### src/rtl/fp_div_if.sv
// Handshake and operand/result bundle for the iterative half-precision divider.
interface fp_div_if;
    logic        start;
    logic [15:0] opA;
    logic [15:0] opB;
    logic [15:0] quotient;
    logic        underflow;
    logic        overflow;
    logic        inexact;
    logic        div_by_zero;
    logic        busy;
    logic        done;

    modport master (
        output start, opA, opB,
        input  quotient, underflow, overflow, inexact, div_by_zero, busy, done
    );

    modport slave (
        input  start, opA, opB,
        output quotient, underflow, overflow, inexact, div_by_zero, busy, done
    );
endinterface

### src/rtl/fp_div.sv
// Iterative IEEE-754 half-precision divider: one restoring-division quotient bit per cycle,
// fixed 14-cycle start-to-done latency, truncation rounding, no denormals.
module fp_div (
    input  logic    clock,
    input  logic    reset,
    fp_div_if.slave bus
);
    typedef enum logic [1:0] {IDLE, DIVIDE, NORM, DONE} state_e;

    state_e             state_q;
    logic [3:0]         cnt_q;
    logic [11:0]        rem_q;
    logic [11:0]        q_q;
    logic [10:0]        mb_q;
    logic               sign_q;
    logic               a_zero_q;
    logic               b_zero_q;
    logic signed [7:0]  ediff_q;
    logic [15:0]        quotient_q;
    logic               underflow_q, overflow_q, inexact_q, div_by_zero_q;
    logic               busy_q, done_q;

    // Restoring step: the remainder stays below MB after subtraction, so bit 11 is free for the shift.
    logic               rem_ge;
    logic [11:0]        rem_sub;
    assign rem_ge  = (rem_q >= {1'b0, mb_q});
    assign rem_sub = rem_ge ? (rem_q - {1'b0, mb_q}) : rem_q;

    logic signed [7:0]  e_d;
    logic [9:0]         mant_d;
    logic [15:0]        quotient_d;
    logic               underflow_d, overflow_d, inexact_d, div_by_zero_d;

    always_comb begin
        // NOTE: every combinational output gets a default first so no path leaves a latch.
        e_d           = ediff_q + 8'sd14;
        mant_d        = q_q[9:0];
        inexact_d     = (rem_q != 12'd0);
        quotient_d    = 16'h0000;
        underflow_d   = 1'b0;
        overflow_d    = 1'b0;
        div_by_zero_d = 1'b0;
        if (q_q[11]) begin
            e_d       = ediff_q + 8'sd15;
            mant_d    = q_q[10:1];
            inexact_d = q_q[0] | (rem_q != 12'd0);
        end
        if (a_zero_q && b_zero_q) begin
            quotient_d    = 16'h7E00;
            div_by_zero_d = 1'b1;
            inexact_d     = 1'b0;
        end else if (b_zero_q) begin
            quotient_d    = {sign_q, 5'd31, 10'd0};
            div_by_zero_d = 1'b1;
            inexact_d     = 1'b0;
        end else if (a_zero_q) begin
            quotient_d = {sign_q, 15'd0};
            inexact_d  = 1'b0;
        end else if (e_d >= 8'sd31) begin
            quotient_d = {sign_q, 5'd31, 10'd0};
            overflow_d = 1'b1;
        end else if (e_d <= 8'sd0) begin
            quotient_d  = {sign_q, 15'd0};
            underflow_d = 1'b1;
            inexact_d   = 1'b1;
        end else begin
            quotient_d = {sign_q, e_d[4:0], mant_d};
        end
    end

    // NOTE: all state is updated with non-blocking assignments in this single clocked block.
    always_ff @(posedge clock) begin
        if (reset) begin
            state_q       <= IDLE;
            cnt_q         <= 4'd0;
            rem_q         <= 12'd0;
            q_q           <= 12'd0;
            mb_q          <= 11'd0;
            sign_q        <= 1'b0;
            a_zero_q      <= 1'b0;
            b_zero_q      <= 1'b0;
            ediff_q       <= 8'sd0;
            quotient_q    <= 16'h0000;
            underflow_q   <= 1'b0;
            overflow_q    <= 1'b0;
            inexact_q     <= 1'b0;
            div_by_zero_q <= 1'b0;
            busy_q        <= 1'b0;
            done_q        <= 1'b0;
        end else begin
            case (state_q)
                IDLE: begin
                    if (bus.start) begin
                        state_q       <= DIVIDE;
                        cnt_q         <= 4'd0;
                        rem_q         <= {2'b01, bus.opA[9:0]};
                        q_q           <= 12'd0;
                        mb_q          <= {1'b1, bus.opB[9:0]};
                        sign_q        <= bus.opA[15] ^ bus.opB[15];
                        a_zero_q      <= (bus.opA[14:10] == 5'd0);
                        b_zero_q      <= (bus.opB[14:10] == 5'd0);
                        ediff_q       <= $signed({3'b000, bus.opA[14:10]}) - $signed({3'b000, bus.opB[14:10]});
                        underflow_q   <= 1'b0;
                        overflow_q    <= 1'b0;
                        inexact_q     <= 1'b0;
                        div_by_zero_q <= 1'b0;
                        busy_q        <= 1'b1;
                    end
                end
                DIVIDE: begin
                    q_q   <= {q_q[10:0], rem_ge};
                    rem_q <= {rem_sub[10:0], 1'b0};
                    cnt_q <= cnt_q + 4'd1;
                    if (cnt_q == 4'd11) begin
                        state_q <= NORM;
                    end
                end
                NORM: begin
                    quotient_q    <= quotient_d;
                    underflow_q   <= underflow_d;
                    overflow_q    <= overflow_d;
                    inexact_q     <= inexact_d;
                    div_by_zero_q <= div_by_zero_d;
                    done_q        <= 1'b1;
                    state_q       <= DONE;
                end
                DONE: begin
                    done_q  <= 1'b0;
                    busy_q  <= 1'b0;
                    state_q <= IDLE;
                end
                default: state_q <= IDLE;
            endcase
        end
    end

    assign bus.quotient    = quotient_q;
    assign bus.underflow   = underflow_q;
    assign bus.overflow    = overflow_q;
    assign bus.inexact     = inexact_q;
    assign bus.div_by_zero = div_by_zero_q;
    assign bus.busy        = busy_q;
    assign bus.done        = done_q;
endmodule

### src/flat_wrapper.sv
// flat-port wrapper written by rule: the top's interface ports become plain ports
module fp_div_flat 
  (clock, reset, bus_start, bus_opA, bus_opB, bus_quotient, bus_underflow, bus_overflow, bus_inexact, bus_div_by_zero, bus_busy, bus_done);
  fp_div_if bus_i ();
  input  logic clock;
  input  logic reset;
  input wire logic [$bits(bus_i.start)-1:0] bus_start;
  input wire logic [$bits(bus_i.opA)-1:0] bus_opA;
  input wire logic [$bits(bus_i.opB)-1:0] bus_opB;
  output wire logic [$bits(bus_i.quotient)-1:0] bus_quotient;
  output wire logic [$bits(bus_i.underflow)-1:0] bus_underflow;
  output wire logic [$bits(bus_i.overflow)-1:0] bus_overflow;
  output wire logic [$bits(bus_i.inexact)-1:0] bus_inexact;
  output wire logic [$bits(bus_i.div_by_zero)-1:0] bus_div_by_zero;
  output wire logic [$bits(bus_i.busy)-1:0] bus_busy;
  output wire logic [$bits(bus_i.done)-1:0] bus_done;
  assign bus_i.start = bus_start;
  assign bus_i.opA = bus_opA;
  assign bus_i.opB = bus_opB;
  assign bus_quotient = bus_i.quotient;
  assign bus_underflow = bus_i.underflow;
  assign bus_overflow = bus_i.overflow;
  assign bus_inexact = bus_i.inexact;
  assign bus_div_by_zero = bus_i.div_by_zero;
  assign bus_busy = bus_i.busy;
  assign bus_done = bus_i.done;
  fp_div u_core (.clock(clock), .reset(reset), .bus(bus_i));
endmodule
### config.mk
export PLATFORM = sky130hd
export DESIGN_NAME = fp_div_flat
export DESIGN_NICKNAME = d
export VERILOG_FILES = /design/src/rtl/fp_div_if.sv /design/src/rtl/fp_div.sv /design/src/flat_wrapper.sv
export SDC_FILE = /design/constraint.sdc
export NUM_CORES = 1
export LEC_CHECK = 0
export ABC_AREA = 1
export CAP_MARGIN = 20
export CORE_MARGIN = 1.5
export CORE_UTILIZATION = 40
export CTS_CLUSTER_SIZE = 14
export DETAILED_ROUTE_END_ITERATION = 12
export GPL_TIMING_DRIVEN = 0
export PLACE_DENSITY = 0.7
export SLEW_MARGIN = 20
export SYNTH_ARGS = -nofsm -noshare
export SYNTH_HDL_FRONTEND = slang
export SYNTH_SLANG_ARGS = --single-unit
### constraint.sdc
create_clock -name clock -period 2.9 [get_ports clock]
set_input_delay 0.435 -clock clock [delete_from_list [all_inputs] [get_ports clock]]
set_output_delay 0.435 -clock clock [all_outputs]
set_load 0.005 [all_outputs]
After elaboration in Yosys (flattened, before gate mapping)
Cells that the tools add are included.
W data, S select, Z words.

word-level totals
  input bits = 35
  register bits = 74
  word-level logic and storage cells = 88
  output and inout bits = 22

cells by class
  reduce and logical (&&, ||, !) cells = 14
  magnitude comparators = 3
  add/subtract/negate cells = 5
  muxes and demuxes = 42
  bitwise logic cells = 2
  equal/unequal tests = 6

operators with widths
  operator               number
  $mux W15               4
  $pmux W12 S2           2
  $mux W12               2
  $mux W1                19
  $add A8 B5 Y8 const B  2
  $mux W16               1
  $ge A12 B11 Y1         1
  $pmux W1 S2            6
  $reduce_bool A12 Y1    1
  $mux W11               1
  $sub A11 B11 Y11       1
  $logic_not A5 Y1       2
  $mux W10               1
  $reduce_and A2 Y1      5
  $ge A8 B6 Y1 const B   1
  $le A8 B1 Y1 const B   1
  $mux W8                1
  $pmux W2 S4            1
  $pmux W4 S2            1
  $reduce_bool A2 Y1     4
  $sub A5 B5 Y6          1
  $add A4 B1 Y4 const B  1
  $eq A2 B2 Y1 const B   2
  $eq A4 B4 Y1 const B   1
  other kinds (9)        10

Longest topological paths before layout
Gate-level depths: netlist of run 1.

  depth in word-level cells = 9
  gate-level depth with buffers = 15
  gate-level depth less buffers = 14

Least setup slack after synthesis of run 1
No wires, ideal clock.

  kind = reg2reg
  start point = register u_core.rem_q[0]
  end point = register u_core.rem_q[6]
  slack = 0.989 ns
  period minus slack after synthesis = 1.911 ns
  library setup time = 0.119 ns
  arrival = 1.792 ns
  data required time = 2.781 ns
  buffers on the path = 1
  stages on the path, launching flop included = 11
  cells stage by stage = dfxtp_1 > inv_1 > ha_1 > fa_1 > o21ai_2 > nand3_2 > nand3_2 > buf_6 > nand2_1 > nand3_1 > a21oi_1

between the ends
  longest elaborated chain between the ends = 3
  elaborated cells between the ends (all ways) = 4
  classes of those cells = add/sub: 1; order compare: 1; mux: 2

ends and longest elaborated chain
  element                                                    RTL line                    RTL
  start, declared                                            fp_div.sv:12                logic [11:0] rem_q;
  start signal, assigned                                     fp_div.sv:96                rem_q <= {2'b01, bus.opA[9:0]};
  start signal, assigned                                     fp_div.sv:112               rem_q <= {rem_sub[10:0], 1'b0};
  $sub A11 B11 Y11 / $ge A12 B11 Y1 (equally long branches)  fp_div.sv:27, fp_div.sv:26
  $mux W11 (*)                                               fp_div.sv:27                assign rem_sub = rem_ge ? (rem_q - {1'b0, mb_q}) : rem_q;
  $pmux W12 S2 (*)                                           fp_div.sv:91                case (state_q)

Mark *: on every way between the ends. The rest lies on a longest branch, timed or not.
A chain may end at the register's enable or synchronous reset.

Final worst setup path of run 1
  start point = register u_core.rem_q[0]
  end point = register u_core.rem_q[1]

The elaborated chain is that of the path after synthesis.

==> results of run 1 <==
## routing by layer
layer / GRT usage [%] / wire length, um / part of all wire (%)
met5: 0 / 0 / 0
met4: 7.63 / 236 / 2.1
met3: 3.09 / 416 / 3.8
met2: 37.0 / 5360 / 49
met1: 25.8 / 5030 / 46
## final cells by class
cell class / count / area (um^2) / share of cell area (%)
clock inverters: 6 / 73.8 / 1.44
flip-flops and latches: 72 / 1440 / 28.1
well taps: 136 / 170 / 3.32
clock buffers: 10 / 138 / 2.68
multi-input cells: 450 / 2420 / 47.2
plain buffers: 25 / 121 / 2.37
repair buffers: 55 / 551 / 10.7
inverters: 56 / 213 / 4.15
## cells by family after synthesis
kind of cell | count (synthesis) | synth area share (%)
AO/OA/AOI/OAI | 149 | 19.1
XOR/XNOR | 10 | 2.09
adder cells (fa/ha/maj) | 26 | 8.11
buffers and inverters | 81 | 7.96
flip-flops | 72 | 34.3
AND/OR/NAND/NOR | 265 | 28.4
## layout by cell type (no fill, tap or decap), drive strengths merged, types with 2 or more instances in the layout
cell / n
nand3b: 4
fa: 2
o21ai: 59
clkdlybuf4s50: 55
nor4: 3
a21oi: 82
buf: 7
xor2: 5
nor3: 5
and3: 2
nand2: 152
inv: 59
clkinv: 2
a21o: 2
ha: 24
dfxtp: 72
nor2: 53
clkbuf: 28
o21bai: 2
nand3: 34
nand4: 11
xnor2: 5
## where the power goes
part	internal (mW)	total (mW)	switching, mW	leakage [nW]
clock network	0.433	0.854	0.421	0.108
logic	1.06	2.74	1.67	1.48
registers	1.23	1.42	0.191	0.590
total	2.73	5.01	2.28	2.18
## synthesized netlist by cell type (3+ instances only)
master	number
nor2_1	51
nand4_1	10
nand2_2	4
buf_6	3
buf_2	4
o21ai_0	55
nand3b_1	4
xor2_1	5
o21ai_1	3
dfxtp_1	72
nand3_2	6
xnor2_1	5
nand3_1	27
nand2_1	146
a21oi_1	79
inv_1	54
clkbuf_1	18
nor3_1	5
ha_1	24
nor4_1	3
## registers in the layout, indices dropped and copies added (netlist names)
| signal | cells |
|---|---|
| u_core.ediff_q | 6 |
| u_core.a_zero_q | 1 |
| u_core.bus.quotient | 16 |
| u_core.cnt_q | 4 |
| u_core.bus.inexact | 1 |
| u_core.rem_q | 12 |
| u_core.b_zero_q | 1 |
| u_core.bus.overflow | 1 |
| u_core.sign_q | 1 |
| u_core.q_q | 12 |
| u_core.bus.underflow | 1 |
| u_core.mb_q | 11 |
| u_core.bus.done | 1 |
| u_core.bus.div_by_zero | 1 |
| u_core.bus.busy | 1 |
| u_core.state_q | 2 |
## how the worst min path moves through the flow
| stage | from | end | slack, ns |
|---|---|---|---|
| 2_1_floorplan | u_core.mb_q[2]$_SDFFE_PP0P_ | u_core.mb_q[2]$_SDFFE_PP0P_ | 0.44 |
| 4_1_cts | reset | u_core.q_q[11]$_SDFFE_PP0P_ | 0.47 |
| 3_3_place_gp | u_core.mb_q[10]$_SDFFE_PP0P_ | u_core.mb_q[10]$_SDFFE_PP0P_ | 0.45 |
| 5_1_grt | reset | u_core.q_q[11]$_SDFFE_PP0P_ | 0.47 |
| 3_5_place_dp | u_core.mb_q[6]$_SDFFE_PP0P_ | u_core.mb_q[6]$_SDFFE_PP0P_ | 0.46 |
| 6_report | u_core.mb_q[4]$_SDFFE_PP0P_ | u_core.mb_q[4]$_SDFFE_PP0P_ | 0.47 |
## worst register-to-register path, cell delays in order, from the launching register on
cell	delay (ns)
dfxtp_1	0.39
inv_1	0.08
ha_1	0.23
fa_1	0.42
o21ai_2	0.28
nand3_2	0.25
nand3_2	0.16
buf_6	0.14
nand2_1	0.06
nand3_1	0.11
a21oi_1	0.07
==> key figures, run 1 <==
Worst setup path
  – Buffers plus inverters on the worst setup path: 2
  – Worst Setup End Kind: flop
  – Worst-case reg-to-reg path depth: 10
  – Startpoint Class: flop
  – R2r startpoint: u_core.rem_q[0]$_SDFFE_PP0P_
  – Critical Path Stages: 10
  – Crit path required time: 3.16 ns
  – Critical Path End: u_core.rem_q[1]$_SDFFE_PP0P_
  – Worst EP arrival: 2.54 ns
  – Reg2Reg Capture Point: u_core.rem_q[1]$_SDFFE_PP0P_
  – Critical-path cell list: inv_1 > ha_1 > fa_1 > o21ai_2 > nand3_2 > nand3_2 > buf_6 > nand2_1 > nand3_1 > a21oi_1
  – R2R setup slack: 0.62 ns
  – Crit-path leading delay family: adder cells
  – Crit-path max FO: 10
  – Critical Path Start: u_core.rem_q[0]$_SDFFE_PP0P_
  – Worst path max stage delay: 0.42 ns
  – Critical-path top delay cell: fa_1
  – Crit Path Class: flop to flop
  – Worst path most repeated cell: nand3_2

Synth
  – #FFs+latches synth: 72
  – Sequential area share after synthesis: 34.3%
  – Syn_nets: 664
  – Largest area contributor in the netlist: dfxtp_1
  – Post-Syn Instances: 603
  – Mean Syn Cell Area: 6.96 um^2
  – Fraction of registers with async set/reset: 0%
  – Post-synth top area share: 34.3%
  – Ranking of synthesized cells by area: dfxtp_1 34%, nand2_1 13%, a21oi_1 9.4%
  – Ys flop type: dfxtp_1
  – Post-Syn Area: 4200 um^2
  – EDFF count, synth: 0
  – Yosys cell types: 40
  – Number of warnings issued by yosys: 0

Placed design
  – Input/output buffers: 55
  – Routability cong.: 0.837
  – HPWL Detailed: 8420 um
  – Cells after DPL: 794
  – Pre-CTS setup slack: 0.549 ns
  – Area after DPL: 4920 um^2

Die
  – Die area: 11,100 um^2
  – Die Wd: 105 um
  – Die height: 105 um
  – Initial Utilization: 41.0%
  – Ports: 57
  – Core Area: 10,200 um^2
  – # rows: 37

Timing
  – Final min period: 2.28 ns
  – Fin crit share: 78.7%
  – Clk_skew: 0.0162 ns
  – Final hold slack: 0.469 ns
  – Slew Limit Fails: 0
  – Setup ws final: 0.619 ns
  – Slew @ Worst Pin: 0.594 ns
  – # setup viols final: 0
  – Setup TNS Final: 0 ns
  – Fmax: 438 MHz
  – Endpoints failing hold: 0
  – RSZ-0062 raised after global routing: no
  – Slew HR: 60.4%

Route
  – Final WL: 11,000 um
  – DR DRC count: 0
  – Initial drt markers: 251
  – Detail Route Antenna Nets: 0
  – DR vias/cell: 5.11
  – Vias after detailed routing: 4,136
  – Pre-antenna DRT Iters: 4
  – Post-DR wirelength/cell: 13.6 um

Clock tree
  – H-tree levels: 3
  – Clock Path Buffers: 2
  – Post-cts gate resize count: 0
  – TritonCTS buffer count: 9
  – CTS root buf: clkbuf_8
  – Post-CTS Hold Fix Bufs: 0
  – Skew-Pair Late Insertion Delay: 0.36 ns
  – Setup repair bufs after CTS: 0
  – Sink Count: 72
  – CTS clk-pin slew, worst paths: 0.09 ns
  – TritonCTS clock tree: built

Layout
  – Design area: 5130 um^2
  – Post-Layout Cell Count: 810
  – Final core occ: 50.1%
  – Share of cells above drive strength 1: 6.82%
  – Final net count: 730
  – # diodes: 0
  – P&R area growth vs syn: 22.2%
  – Number of fillers in the final layout: 991

Min path
  – Hold path depth: 2
  – Hold WC Path Type: flop to flop

Pwr
  – Pwr dens: 977 nW/um^2
  – Leakage power: 2.18 nW
  – Worst vdd ir: 0.403 mV
  – Final Power: 5.01 mW

GRT
  – Initial antenna violation count: 0
  – First-pass GRT wire length: 18,800 um
  – Grt ovf: 0
  – Total Routing Usage GR: 21.0%
  – Pin count of the biggest net entering global routing: 15
  – Vias in the first global route: 4,058

Status
  – Outcome: completed

Job
  – # Max-Cap Violations: 0
No activity file was read; power rests on OpenSTA's default activity.
==> run 2, diff against run 1 <==
==> constraint.sdc (replaced) <==
create_clock -name clock -period 2.1 [get_ports clock]
set_input_delay 0.315 -clock clock [delete_from_list [all_inputs] [get_ports clock]]
set_output_delay 0.315 -clock clock [all_outputs]
set_load 0.005 [all_outputs]
==> key figures, run 2 (synthesis gave the netlist of run 1 again) <==
Route
  – DR vias/cell: 5.12 (was 5.11)
  – DR DRC count: 0 (unchanged)
  – Final WL: 11,300 um (was 11,000 um)
  – Post-DR wirelength/cell: 13.8 um (was 13.6 um)
  – Detail Route Antenna Nets: 0 (unchanged)
  – Vias after detailed routing: 4,205 (was 4,136)
  – Pre-antenna DRT Iters: 5 (was 4)
  – Initial drt markers: 264 (was 251)

Die
  – Core Area: 10,200 um^2 (unchanged)
  – Ports: 57 (unchanged)
  – # rows: 37 (unchanged)
  – Initial Utilization: 41.0% (unchanged)
  – Die area: 11,100 um^2 (unchanged)
  – Die height: 105 um (unchanged)
  – Die Wd: 105 um (unchanged)

Timing
  – Slew @ Worst Pin: 0.601 ns (was 0.594 ns)
  – RSZ-0062 raised after global routing: no (unchanged)
  – Setup TNS Final: 0 ns (unchanged)
  – # setup viols final: 0 (unchanged)
  – Slew Limit Fails: 0 (unchanged)
  – Final min period: 1.92 ns (was 2.28 ns)
  – Slew HR: 59.9% (was 60.4%)
  – Final hold slack: 0.345 ns (was 0.469 ns)
  – Fmax: 521 MHz (was 438 MHz)
  – Endpoints failing hold: 0 (unchanged)
  – Clk_skew: 0.0142 ns (was 0.0162 ns)
  – Fin crit share: 91.5% (was 78.7%)
  – Setup ws final: 0.180 ns (was 0.619 ns)

Clock tree
  – TritonCTS buffer count: 9 (unchanged)
  – Skew-Pair Late Insertion Delay: 0.36 ns (about the same)
  – H-tree levels: 3 (unchanged)
  – Post-CTS Hold Fix Bufs: 0 (unchanged)
  – CTS clk-pin slew, worst paths: 0.09 ns (about the same)
  – Sink Count: 72 (unchanged)
  – Clock Path Buffers: 2 (unchanged)
  – TritonCTS clock tree: built (unchanged)
  – CTS root buf: clkbuf_8 (unchanged)

Worst setup path
  – Worst EP arrival: 2.21 ns (was 2.54 ns)
  – Critical Path Start: u_core.rem_q[0]$_SDFFE_PP0P_ (unchanged)
  – Worst-case reg-to-reg path depth: 9 (was 10)
  – Critical Path End: u_core.rem_q[5]$_SDFFE_PP0P_ (was u_core.rem_q[1]$_SDFFE_PP0P_)
  – Crit Path Class: flop to flop (unchanged)
  – Worst Setup End Kind: flop (unchanged)
  – Crit-path max FO: 6 (was 10)
  – R2R setup slack: 0.18 ns (was 0.62 ns)
  – Startpoint Class: flop (unchanged)
  – R2r startpoint: u_core.rem_q[0]$_SDFFE_PP0P_ (unchanged)
  – Crit path required time: 2.39 ns (was 3.16 ns)
  – Reg2Reg Capture Point: u_core.rem_q[5]$_SDFFE_PP0P_ (was u_core.rem_q[1]$_SDFFE_PP0P_)

Layout
  – Final net count: 741 (was 730)
  – Commonest non-fill, non-tap cells in the layout: 145 x nand2_1, 79 x a21oi_1, 70 x dfxtp_1 (was 146 x nand2_1, 79 x a21oi_1, 72 x dfxtp_1)
  – Max FFs per register: 16 (unchanged)
  – Share of cells above drive strength 1: 9.34% (was 6.82%)
  – Most common cell after layout, fill and taps aside: nand2_1 (unchanged)
  – Multi-input gate area: 2470 um^2 (was 2420 um^2)
  – P&R area growth vs syn: 25.3% (was 22.2%)
  – Flip-flop and latch area: 1440 um^2 (about the same)
  – Number of fillers in the final layout: 985 (was 991)
  – # diodes: 0 (unchanged)

Placed design
  – Routability cong.: 0.837 (unchanged)
  – HPWL Detailed: 8420 um (unchanged)
  – Input/output buffers: 55 (unchanged)
  – Pre-CTS setup slack: -0.131 ns (was 0.549 ns)

Pwr
  – Pwr dens: 1370 nW/um^2 (was 977 nW/um^2)
  – Leakage power: 2.23 nW (was 2.18 nW)
  – Final Power: 7.20 mW (was 5.01 mW)
  – Worst vdd ir: 0.603 mV (was 0.403 mV)

Min path
  – Hold WC Path Type: primary input to flop (was flop to flop)

GRT
  – Vias in the first global route: 4,077 (was 4,058)
  – Grt ovf: 0 (unchanged)
  – First-pass GRT wire length: 18,900 um (was 18,800 um)
  – Pin count of the biggest net entering global routing: 15 (unchanged)
  – Total Routing Usage GR: 21.0% (about the same)
  – Initial antenna violation count: 0 (unchanged)

Status
  – Outcome: completed (unchanged)

Job
  – # Max-Cap Violations: 0 (unchanged)
-- run 2: cell type report --
| class | instances | area share [%] |
|---|---|---|
| tap | 136 | 3.24 |
| clock buffer | 10 | 2.62 |
| clock inverter | 6 | 1.40 |
| multi-input combinational | 451 | 47.0 |
| buffer | 25 | 2.31 |
| sequential | 72 | 27.5 |
| timing repair buffer | 65 | 11.9 |
| inverter | 56 | 4.05 |
-- run 2: worst min-delay path by stage --
stage                                 start                      endpoint  slack, ns  cells after the start
2_1_floorplan   u_core.mb_q[2]$_SDFFE_PP0P_   u_core.mb_q[2]$_SDFFE_PP0P_       0.44                      2
3_3_place_gp   u_core.mb_q[10]$_SDFFE_PP0P_  u_core.mb_q[10]$_SDFFE_PP0P_       0.45                      2
3_5_place_dp    u_core.mb_q[6]$_SDFFE_PP0P_   u_core.mb_q[6]$_SDFFE_PP0P_       0.46                      2
4_1_cts                               reset   u_core.q_q[11]$_SDFFE_PP0P_       0.35                      2
5_1_grt                               reset   u_core.q_q[11]$_SDFFE_PP0P_       0.35                      2
6_report                              reset   u_core.q_q[11]$_SDFFE_PP0P_       0.35                      2
-- run 2: power by group --
group	internal, mW	switching (mW)	total (mW)
clock network	0.598	0.579	1.18
logic	1.63	2.43	4.06
registers	1.70	0.262	1.96
total	3.93	3.28	7.20
-- run 2: critical path, cell delays in order, from the launching register on --
cell and delay [ns]:
dfxtp_2 0.36, inv_1 0.06, ha_1 0.23, fa_2 0.38, o21ai_4 0.19, nand3_4 0.12
buf_4 0.18, nand4_1 0.09, nand3_1 0.09, a21oi_1 0.15
-- run 2: timing repair --
item | in CTS | in global routing
gates cloned | 0 | 1
setup endpoints to repair | 10 | 35
resized for setup | 2 | 11
pin swaps | 1 | 2
setup buffers | 1 | 9
-- run 2: metrics by stage --
step / cells / util, % / cell area, um^2
finish: 821 / 51.4 / 5260
global route: 821 / 51.4 / 5260
CTS: 811 / 50.3 / 5150
detailed placement: 794 / 48.1 / 4920
global placement: 794 / 48.1 / 4920
floorplan: 603 / - / 4200
-- run 2: metal layers --
metal,track usage (%),vias up,share of wire [%]
met5,0,-,0
met4,7.63,0,2.3
met3,3.09,24,4.4
met2,37.3,118,49
met1,25.8,1916,44
li1,-,2147,-
==> RTL edit 1 (config.mk and constraints of run 1) <==
Make the reset (`reset`) asynchronous in one clocked block.
--- a/src/rtl/fp_div.sv
+++ b/src/rtl/fp_div.sv
@@ -71,3 +71,3 @@
     // NOTE: all state is updated with non-blocking assignments in this single clocked block.
-    always_ff @(posedge clock) begin
+    always_ff @(posedge clock or posedge reset) begin
         if (reset) begin
Behaviour: differs if reset is asserted again (counterexample within 4 cycles, from zero or initial values and one cycle with reset high); with reset held inactive, the same outputs for 10 cycles.
==> RTL edit 1 against run 1 <==
Wire length decreased by 5.7%; count of clock-buffer cells in the layout decreased by 1; total power increased by 26%; combinational power up 37%; sequential cell count unchanged; largest power group unchanged; critical endpoint is now u_core.rem_q[11]; clock power is 3.9% lower; highest routed layer unchanged; final area rose by 5.4%; die area grew 5.6%; area after synthesis up 5.8%; worst setup slack gained 19 ps.
==> RTL edit 1: results (changes against run 1) <==
* 1st-iter DRT viols at 159 (-37%)
* Crit path max-delay family: compound AO/OA/AOI/OAI gates
* Register area share after synthesis at 40.60% (+6.3 points)
* Post-synth top cells: nand2_1 (114), inv_1 (76), dfrtp_1 (72)
* CP max FO at 4 (-6)
* I/O Buffers at 56 (+1.8%)
* First-pass GRT wire length at 18.31 mm (-2.9%)
* DP HPWL at 8.161 mm (-3.1%)
* Number of fill cells in the layout at 1,062 (+7.2%)
* GP Congestion at 0.8832 (+5.5%)
* Syn_nets at 617 (-7.1%)
* Vias per std cell at 5.121 (+0.29%)
* Vias in the first global route at 4,016 (-1.0%)
* Clk_skew at 11.17 ps (-4.988 ps)
* Largest net degree at the start of global routing at 52 (+37)
* Asr flop ratio synth at 100.0% (+100 points)
* Main area contributors after synthesis: dfrtp_1 (41%), nand2_1 (9.6%), ha_1 (6.8%)
* Antenna violations before repair at 0 (unchanged)
* Outcome: complete, no violations
* Layout cells sized above 1 at 9.698% (+2.9 points)
* Worst min path class: in2async
* Wirelength per Cell at 13.54 um (-0.63%)
* Lkg Pwr at 2.559 nW (+18%)
* Placed instance area at 5204 um2 (+5.8%)
* Layout Nets at 685 (-6.2%)
* Total GRT Usage at 19.69% (-1.3 points)
RTL edit 1: path summary, 6_finish.rpt:
path                                         from                       to  slack, ps  cells past startpoint
max reg2reg                       u_core.rem_q[0]         u_core.rem_q[11]        640                      9
max                               u_core.rem_q[0]         u_core.rem_q[11]        640                      9
max in group asynchronous                   reset  u_core.bus.quotient[12]       1980                      3
min in group clock         u_core.bus.quotient[4]   u_core.bus.quotient[4]        480                      2
min reg2reg                u_core.bus.quotient[4]   u_core.bus.quotient[4]        480                      2
min                                         reset          u_core.rem_q[6]        380                      2
RTL edit 1: layer usage:
| layer | part of all wire [%] | global-route usage, % |
|---|---|---|
| met1 | 44 | 24.16 |
| met2 | 50 | 34.09 |
| met3 | 3.7 | 4.641 |
| met4 | 1.8 | 6.297 |
| met5 | 0 | 0 |
RTL edit 1: kinds of logic (layout without fill, tap and decap cells):
logic type	Yosys count	count (layout)	share of synthesized area, %
simple gates	237	237	25.40
xor+xnor	8	8	1.579
buf+inv	96	169	8.740
flops	72	72	40.60
fa+ha+maj	26	26	7.669
compound gates	117	117	16.01
RTL edit 1: layout make-up:
cell class                      count  share of cell area [%]
Sequential cell                    72                   33.32
Clock inverter                      7                   1.481
Clock buffer                        9                   2.291
Inverter                           80                   5.599
Tap cell                          140                   3.239
Multi-Input combinational cell    388                   41.58
Buffer                             16                   1.620
Timing Repair Buffer               57                   10.87
RTL edit 1: report_power, final:
| part | switching, mW | internal [mW] |
|---|---|---|
| Combinational | 2.27 | 1.48 |
| Clock | 0.414 | 0.407 |
| Sequential | 0.304 | 1.41 |
| Total | 2.99 | 3.30 |
RTL edit 1: through the flow:
stage / setup slack (ps) / instances / util, %
finish: 638.3 / 769 / 49.88
global route: 478.4 / 769 / 49.88
CTS: 653.4 / 769 / 49.88
detailed placement: 573.1 / 753 / 48.00
global placement: -529.7 / 752 / 47.73
floorplan: 640.1 / 556 / -
RTL edit 1: worst register-to-register path, cell delays in order, from the launching register on:
cell,delay (ps)
dfrtp_1,360
inv_1,80
ha_1,230
fa_1,430
o21ai_2,320
a21oi_1,170
o21ai_0,270
a21oi_1,110
o21ai_0,110
nand2_1,70
==> RTL edit 2 (flow settings as in run 1) <==
Without the edit above. The 4 states of `state_e` get a one-hot encoding in 4 bits.
--- a/src/rtl/fp_div.sv
+++ b/src/rtl/fp_div.sv
@@ -7,3 +7,3 @@
 );
-    typedef enum logic [1:0] {IDLE, DIVIDE, NORM, DONE} state_e;
+    typedef enum logic [3:0] {IDLE = 4'b0001, DIVIDE = 4'b0010, NORM = 4'b0100, DONE = 4'b1000} state_e;
 
Function: no difference found for any inputs over 10 cycles, from zero or initial values and one cycle with reset high; not proved beyond that.
==> RTL edit 2 against run 1 <==
Final area rose by 3.2%; core utilization rose by 0.47 points; wire length rose by 2.5%; die area rose by 3.6%; area after synthesis rose by 3.7%; sequential cell count rose by 2; worst setup slack got worse by 14 ps; clock skew fell by 7.2 ps.
Power is not compared: it rests on default switching activity, and its combinational part moved more than twofold at a synthesized area within 25%.
==> RTL edit 2: results (changes against run 1) <==
* Slew headroom at 56.86% (-3.5 points)
* Post-synthesis adder-cell area fraction at 6.671% (-1.4 points)
* Mapped Cells at 627 (+4.0%)
* Post-synthesis register bit count at 74 (+2.8%)
* Xor and xnor area share after synthesis at 2.214% (+0.13 points)
* Main area contributors after synthesis: dfxtp_1 (34%), nand2_1 (10%), a21oi_1 (8.4%)
* Multi-input gate count at 448 (-0.44%)
* Wirelength per Cell at 13.56 um (-0.55%)
* DP HPWL at 8.765 mm (+4.1%)
* Clkbuf count at 11 (+1)
* Layout Nets at 751 (+2.9%)
* Vias in the first global route at 4,062 (+0.099%)
* Total GRT Usage at 21.21% (+0.22 points)
* Finished Cell Area at 5294 um2 (+3.2%)
* Multi-input logic area at 2444 um2 (+0.93%)
* Clk_skew at 8.966 ps (-7.191 ps)
* Vias at 4,343 (+5.0%)
* Number of fill cells in the layout at 1,042 (+5.1%)
* Hold slack at 467.2 ps (-1.847 ps)
* Placed cell count at 819 (+3.1%)
* FMAX at 435.7 MHz (-0.61%)
* Pre-Repair DR Iteration Count at 5 (+1)
* Outcome: complete, no violations
* Synth cell types at 43 (+7.5%)
* Inverters at 81 (+45%)
* Placed instance area at 5082 um2 (+3.4%)
* Final Util at 50.60% (+0.47 points)
* GP Congestion at 0.9248 (+10%)
* FF-to-FF End: u_core.rem_q[10]
* Pre-CTS setup slack at 671.3 ps (+122.6 ps)
* Hold Path Sink: u_core.bus.quotient[15]
* 1st-iter DRT viols at 254 (+1.2%)
* First-pass GRT wire length at 19.14 mm (+1.6%)
* Syn_nets at 684 (+3.0%)
* Slowest Stage Delay on Critical Path at 450 ps (+30 ps)
* Largest net degree at the start of global routing at 14 (-1)
* I/O Buffers at 56 (+1.8%)
* Post-synth top cells: nand2_1 (121), inv_1 (76), dfxtp_1 (74)
* Compound-Gate Fraction of Synth Area at 17.88% (-1.2 points)
* NonClk Buf Share at 12.86% (-0.24 points)
-- RTL edit 2: changes by cell type in the layout (fill, tap and decap cells not counted), moves of 5 or more --
cell             run 1  this run
nand4_1             10        21
clkbuf_1            18        13
o21ai_0             55        46
a21oi_1             79        73
nor2_1              51        73
nand2_1            146       121
nand2_2              4         9
nand3_1             27        21
inv_1               54        76
-- RTL edit 2: per-layer routing --
| metal | global-route usage, % | part of all wire (%) |
|---|---|---|
| met5 | 0 | 0 |
| met4 | 11.14 | 2.5 |
| met3 | 2.724 | 4.3 |
| met2 | 33.58 | 46 |
| met1 | 28.11 | 48 |
-- RTL edit 2: cell families after synthesis --
family,after synthesis
and+or+nand+nor,273
AOI/OAI and AO/OA,142
buffers and inverters,105
DFF,74
adders and majority gates,22
xor gates and xnor gates,11
-- RTL edit 2: worst max-delay path, delay by kind of cell (launching register included) --
kind	cells	cell delay [ps]
AO/OA/AOI/OAI	3	460
adder cells (fa/ha/maj)	2	680
buffers and inverters	2	250
flip-flops	1	390
AND/OR/NAND/NOR	3	400
